--- config.mk ---
export PLATFORM = sky130hd
export DESIGN_NAME = input_read_debounced
export DESIGN_NICKNAME = d
export VERILOG_FILES = /design/src/rtl/input_read_debounced.sv
export SDC_FILE = /design/constraint.sdc
export NUM_CORES = 1
export LEC_CHECK = 0
export ABC_AREA = 1
export CORE_UTILIZATION = 45
export CTS_BUF_LIST = sky130_fd_sc_hd__clkbuf_16
export CTS_CLUSTER_DIAMETER = 60
export DETAILED_ROUTE_END_ITERATION = 8
export PLACE_DENSITY_LB_ADDON = 0.15
export SETUP_SLACK_MARGIN = 0.5
export SLEW_MARGIN = 20
export SYNTH_ARGS = -nofsm -noshare
export SYNTH_HDL_FRONTEND = slang
export SYNTH_SLANG_ARGS = --single-unit
--- constraint.sdc ---
create_clock -name Clk -period 1.6 [get_ports Clk]
set_clock_uncertainty 0.1 [all_clocks]
set_input_delay 0.16 -clock Clk [delete_from_list [all_inputs] [get_ports Clk]]
set_output_delay 0.16 -clock Clk [all_outputs]
set_load 0.05 [all_outputs]
--- src/rtl/input_read_debounced.sv ---
// Board-input front end: synchronises and debounces the switch bank and push-buttons,
// presenting split switch operands plus per-button level, press pulse and mode outputs.

module btn_debounce #(
  parameter int SYNC_STAGES = 2,
  parameter int DB_COUNT    = 1000000,
  parameter bit ACTIVE_LOW  = 1'b1,
  parameter bit TOGGLE      = 1'b0
) (
  input  logic Clk,
  input  logic Rst,
  input  logic pin,
  output logic level,
  output logic press,
  output logic mode
);
  localparam int CW = $clog2(DB_COUNT);

  logic [SYNC_STAGES-1:0] sync;
  logic [CW-1:0]          cnt;
  logic                   s;

  // Normalise polarity so 1 always means pressed.
  assign s = sync[SYNC_STAGES-1] ^ ACTIVE_LOW;

  always_ff @(posedge Clk) begin
    if (Rst) begin
      // Idle pin level, so a button held through reset reads as a fresh press.
      sync  <= {SYNC_STAGES{ACTIVE_LOW}};
      cnt   <= '0;
      level <= 1'b0;
      press <= 1'b0;
      mode  <= 1'b0;
    end else begin
      sync  <= {sync[SYNC_STAGES-2:0], pin};
      press <= 1'b0;
      if (s == level) begin
        cnt <= '0;
      end else if (cnt == CW'(DB_COUNT - 1)) begin
        level <= s;
        press <= s;
        cnt   <= '0;
        if (TOGGLE) begin
          if (s) mode <= ~mode;
        end else begin
          mode <= s;
        end
      end else begin
        cnt <= cnt + CW'(1);
      end
    end
  end
endmodule

module input_read_debounced #(
  parameter int                 SW_WIDTH       = 16,
  parameter int                 NUM_BTN        = 3,
  parameter bit                 BTN_ACTIVE_LOW = 1'b1,
  parameter int                 SYNC_STAGES    = 2,
  parameter int                 DB_COUNT       = 1000000,
  parameter logic [NUM_BTN-1:0] TOGGLE_MASK    = 3'b110
) (
  input  logic                  Clk,
  input  logic                  Rst,
  input  logic [SW_WIDTH-1:0]   Sw,
  input  logic [NUM_BTN-1:0]    Btn,
  output logic [SW_WIDTH/2-1:0] InputX,
  output logic [SW_WIDTH/2-1:0] InputY,
  output logic                  SwChanged,
  output logic [NUM_BTN-1:0]    BtnLevel,
  output logic [NUM_BTN-1:0]    BtnPress,
  output logic [NUM_BTN-1:0]    BtnMode
);
  localparam int CW = $clog2(DB_COUNT);

  for (genvar i = 0; i < NUM_BTN; i++) begin : g_btn
    btn_debounce #(
      .SYNC_STAGES(SYNC_STAGES),
      .DB_COUNT   (DB_COUNT),
      .ACTIVE_LOW (BTN_ACTIVE_LOW),
      .TOGGLE     (TOGGLE_MASK[i])
    ) u_db (
      .Clk  (Clk),
      .Rst  (Rst),
      .pin  (Btn[i]),
      .level(BtnLevel[i]),
      .press(BtnPress[i]),
      .mode (BtnMode[i])
    );
  end

  logic [SYNC_STAGES-1:0][SW_WIDTH-1:0] sw_sync;
  logic [SW_WIDTH-1:0]                  sw_s, sw_last, committed;
  logic [CW-1:0]                        cs;

  assign sw_s      = sw_sync[SYNC_STAGES-1];
  assign committed = {InputX, InputY};

  // Whole word is debounced as one unit: any bit moving restarts the count,
  // so the committed word never shows a partial update.
  always_ff @(posedge Clk) begin
    if (Rst) begin
      sw_sync   <= '0;
      sw_last   <= '0;
      cs        <= '0;
      InputX    <= '0;
      InputY    <= '0;
      SwChanged <= 1'b0;
    end else begin
      sw_sync   <= {sw_sync[SYNC_STAGES-2:0], Sw};
      sw_last   <= sw_s;
      SwChanged <= 1'b0;
      if (sw_s == committed) begin
        cs <= '0;
      end else if (sw_s != sw_last) begin
        cs <= '0;
      end else if (cs == CW'(DB_COUNT - 1)) begin
        {InputX, InputY} <= sw_s;
        SwChanged        <= 1'b1;
        cs               <= '0;
      end else begin
        cs <= cs + CW'(1);
      end
    end
  end
endmodule

# Yosys cells after proc, flatten, opt, wreduce, memory -nomap -nowiden
# Cells that the tools add are included.
[word_totals]
ff_bits = 159
in_bits = 21
output_inout_bits = 26
wordCells = 62
[classes]
addsub = 4
n_eq_ne = 9
mux = 1
n_bitwise = 13
reduce_logical = 14
[op_table]
columns = ["op", "n"]
rows = [
  ["$add A20 B1 Y20 const B", 4],
  ["$eq A20 B20 Y1 const B", 4],
  ["$reduce_or A3 Y1", 7],
  ["$eq A16 B16 Y1", 1],
  ["$ne A16 B16 Y1", 1],
  ["$not A1 Y1", 13],
  ["$reduce_and A3 Y1", 3],
  ["$reduce_and A2 Y1", 3],
  ["$reduce_or A4 Y1", 1],
  ["$eq A1 B1 Y1", 3],
  ["$mux W1", 1],
]

# Depth between registers and ports, before layout
[depth]
depth_word = 4
depth_mapped = 12
mapped_depth_nobuf = 11

# Cells and area by module
# From an unflattened synthesis, not the netlist that was laid out.
[hier_totals]
cells_unflattened = 1047
hier_area_um2 = 7382.1
[modules_own_cells]
columns = ["mod", "n_inst", "cells_per_inst", "area_per_inst_um2"]
rows = [
  ["input_read_debounced", 1, 515, 3624.7],
  ["btn_debounce at g_btn[1].u_db ...", 2, 174, 1252.5],
  ["btn_debounce at g_btn[0].u_db", 1, 184, 1252.5],
]

# Least setup slack after synthesis
# No wires, ideal clock.
[synth_timing]
kind = "register to register"
startpoint = "reg InputX[1]"
endpoint = "reg InputX[0]"
arrival_ns = 1.652
path_slack_ns = -0.262
path_stages_with_launch = 13
path_buffers = 1
period_less_slack_ns = 1.862
path_cell_list = "dfxtp_1 inv_1 nand2_1 nand2_1 nor2_1 nand2_1 nor2_1 nand2_2 nand3_4 buf_6 nand2_2 inv_1 nor2_1"
[synth_via]
elab_chain_cells = 3
[synth_rtl]
columns = ["item", "line", "rtl"]
rows = [
  ["start: declaration", "67", "output logic [SW_WIDTH/2-1:0] InputX,"],
  ["start signal: assignment", "118", "{InputX, InputY} <= sw_s;"],
  ["$eq A16 B16 Y1", "113", "if (sw_s == committed) begin"],
  ["$not A1 Y1 (no line)", "-", ""],
  ["$reduce_and A3 Y1 (no line)", "-", ""],
]
# No other way between the ends.
# A chain may end at the register's enable or synchronous reset.

# Final worst setup path
[layout_timing]
startpoint = "reg sw_sync, in the netlist sw_s[10]"
endpoint = "reg InputY[1]"
[layout_via]
elab_chain_cells = 3
[layout_rtl]
columns = ["item", "line", "rtl"]
rows = [
  ["start: declaration", "92", "logic [SYNC_STAGES-1:0][SW_WIDTH-1:0] sw_sync;"],
  ["start signal: assignment", "110", "sw_sync <= {sw_sync[SYNC_STAGES-2:0], Sw};"],
  ["$ne A16 B16 Y1 or $eq A16 B16 Y1 (tied branches)", "115, 113", ""],
  ["$not A1 Y1 (no line)", "-", ""],
  ["$reduce_and A3 Y1 (no line) (*)", "-", ""],
  ["end signal: assignment", "118", ""],
  ["end: declaration", "68", "output logic [SW_WIDTH/2-1:0] InputY,"],
]
# Every way passes the cells marked *; elsewhere a longest branch is shown, timed or not.

==> metrics.txt <==
CP bufs+invs=2; first-pass GRT wire length=27.8 mm; First DRT Iteration DRCs=around 370; Pwr per Cell Area=between 800 and 900 nW/µm²; post-synth top area share=a little under half; Crit path largest cell delay=around 0.35 ns; commonest non-fill, non-tap cell in the layout=nand2_1; TritonRoute pass-1 iters=7; ANT nets after route=0; post-DP HPWL=roughly 9.9 mm; initial antenna violation count=0; sequential cell area=3370 µm²; yosys warns=0; CTS H-tree lvls=4; crit path kind=flop to flop; fmax=577 MHz; critical-path maximum fanout=7; leakage=4.48 nW; final critical-path required period=between 1.5 and 2 ns; worst-path cell chain=xnor2_2, nand2_1, nor2_2, nand2_2, nor2_8, nand3_4, clkbuf_16, nand2_2, inv_1, nor2_1; slowest CP cell=dfxtp_4; status=finished with violations; post-synthesis compound-gate area fraction=around 2.8%; Synth Area in XOR/XNOR=7.02%; largest family of logic cells by synthesized area=simple AND/OR/NAND/NOR gates; vias in the first global route=6003; Die Width=126 µm; critical path arrival=1.98 ns; Max Cap Viol=0; final setup fails=46; Final GP Congestion=0.801; Net Count, Synth=approximately 950; Synth Cell Area=6870 µm²; Sw Share=between 20 and 25%; Peak VDD IR=between 1000 and 1500 µV; CTS root buf=clkbuf_16; # DRC=3; I/O Buffers=46; Most common cell on crit path=nand2_2; pin count of the biggest net entering global routing=39; commonest non-fill, non-tap cells in the layout=nand2_1, nor2_1, buf_4; Synth cell types=34; layout cells sized above 1=48.5%; Avg Inst Size Synth=roughly 7.4 µm²; clock-pin slew on the worst setup and hold paths=around 0.06 ns; P_int=0.00685 W; Critical Path Sink Type=flop; diode count=0; Sw Pwr=roughly 0.002 W; cell count after synthesis=roughly 930; total gr overflow=0; final instance area=10900 µm²; Final Hold Vio Count=0; WL/cell=~15 µm; placed cell areas=between 8000 and 9000 µm²; simple-gate portion of the synthesized area=32.8%; Sum Neg Setup Slack=-2.80 ns; Ports=47; routed vias/inst=around 5; sequential fraction of the synthesis area=between 40% and 50%; Combinational Power Share=5.4%; Global Route Usage Sum=between 20 and 25%; period utilisation layout=108%; final hold slack=0.140 ns; CTS tree=built; RSZ-0062 raised after global routing=true; slew of the pin with the lowest slew margin=0.618 ns; CTS buffer count=17; Synth-to-Final Area Change=59.2%; Post-synth EDFFs=0; Critical Path RT=1.85 ns; leading area contributor after synthesis=dfxtp_1; Die ar.=15800 µm²; clock latency on the worst-skew pair=0.42 ns; ys async rst share=0%; Clock power frac=49.3%; Final Max Tran Viols=0; total number of vias=6430; Seq pwr share=45.2%; Top delay family on crit path=simple AND/OR/NAND/NOR gates; Placement Rows=44; Adder-Cell Fraction of Synth Area=0.729%; HP Class=input pin to flop; ys flop type=dfxtp_1; drt total wl=19.0 mm; area taken by multi-input logic gates=roughly 4300 µm²; Final nets=between 1000 and 1500; clk buf depth=2; Die Y=126 µm; failing checks=DRC, setup timing; Slew HR=58.8%; CORE AREA=14700 µm²; Starting Density=46.7%; Sink Count=159; Yosys reg bits=159; Synth area leaders=dfxtp_1, nor2_1, nand2_1, inv_1, xnor2_1; Startpoint Class=flop; mux cell area share after synthesis=0%; fin worst setup slack=-0.133 ns; fillcell total=between 1000 and 1500; Pwr Total=0.00884 W
[metal layers]
layer | wire length [µm] | up-vias | share of wire (%) | GRT usage, %
met5 | 0 | - | 0 | 0
met4 | 569 | 0 | 3.0 | 6.96
met1 | 7950 | 3040 | 42 | 26.8
met2 | 9940 | 144 | 52 | 37.6
met3 | 570 | 46 | 3.0 | 5.22
li1 | - | 3200 | - | -
[cell usage after synthesis (12+ instances only)]
library cell and number:
a21oi_1 25, buf_4 12, dfxtp_1 159, inv_1 139, nand2_1 182, nand2_2 14
nand3_1 25, nand4_1 34, nor2_1 186, nor3_1 25, xnor2_1 30, xor2_1 25
[power groups by stage]
stage               clock network [W]  registers, W  logic (W)
floorplan                           0       0.00410   0.000219
global placement                    0       0.00411   0.000354
detailed placement                  0       0.00411   0.000356
CTS                           0.00439       0.00401   0.000423
global route                  0.00462       0.00400   0.000523
finish                        0.00436       0.00400   0.000480
[final timing paths]
kind / from / endpoint / slack (ns) / depth (start not counted)
worst min-delay path: Rst / sw_last[0]$_SDFF_PP0_ / 0.14 / 3
worst min register to register: sw_sync[10]$_SDFF_PP0_ / sw_s[10]$_SDFF_PP0_ / 0.30 / 2
worst max register to register: sw_s[10]$_SDFF_PP0_ / InputY[1]$_SDFFE_PP0P_ / -0.13 / 10
worst max-delay path: sw_s[10]$_SDFF_PP0_ / InputY[1]$_SDFFE_PP0P_ / -0.13 / 10
[stage by stage]
step / setup slack [ns] / utilization [%] / std cells
2_1_floorplan: 0.0357 / - / 929
3_3_place_gp: -0.109 / 56.8 / 1205
3_5_place_dp: -0.152 / 56.8 / 1205
4_1_cts: -0.0292 / 68.5 / 1277
5_1_grt: -0.221 / 74.4 / 1301
6_report: -0.133 / 74.4 / 1301
[sequential cells by signal (all words and copies together), names as in the netlist]
| name | count |
|---|---|
| g_btn.u_db.cnt | 60 |
| cs | 20 |
| sw_last | 16 |
| sw_s | 16 |
| sw_sync | 16 |
| InputX | 8 |
| InputY | 8 |
| g_btn.u_db.sync | 6 |
| g_btn.u_db.mode | 3 |
| g_btn.u_db.press | 3 |
| g_btn.u_db.level | 2 |
| SwChanged | 1 |
[tightest hold or removal path: stages]
cell	delay [ns]
buf_2	0.14
buf_4	0.21
nor2_1	0.11
[layout make-up]
| class | instances | area share, % |
|---|---|---|
| clock buffers | 21 | 4.81 |
| clock inverters | 11 | 1.11 |
| inverters | 143 | 5.07 |
| multi-input cells | 605 | 39.3 |
| flip-flops and latches | 159 | 30.9 |
| well taps | 184 | 2.11 |
| repair buffers | 178 | 16.8 |
[what timing repair did]
action / CTS / global route
gates resized for setup: 192 / 178
setup buffers: 31 / 21
setup endpoints to repair: 131 / 131
gates cloned: 8 / 3
pin swaps: 51 / 72
endpoints found under the hold margin: 3 / 0
hold buffers: 1 / 0
[kinds of logic (layout without fill, tap and decap cells)]
family | count (synthesis) | count (layout)
AOI/OAI and AO/OA | 37 | 37
xor gates and xnor gates | 55 | 55
adders and majority gates | 4 | 4
buffers and inverters | 171 | 353
DFF | 159 | 159
and+or+nand+nor | 503 | 509
No activity file was read; power rests on OpenSTA's default activity.
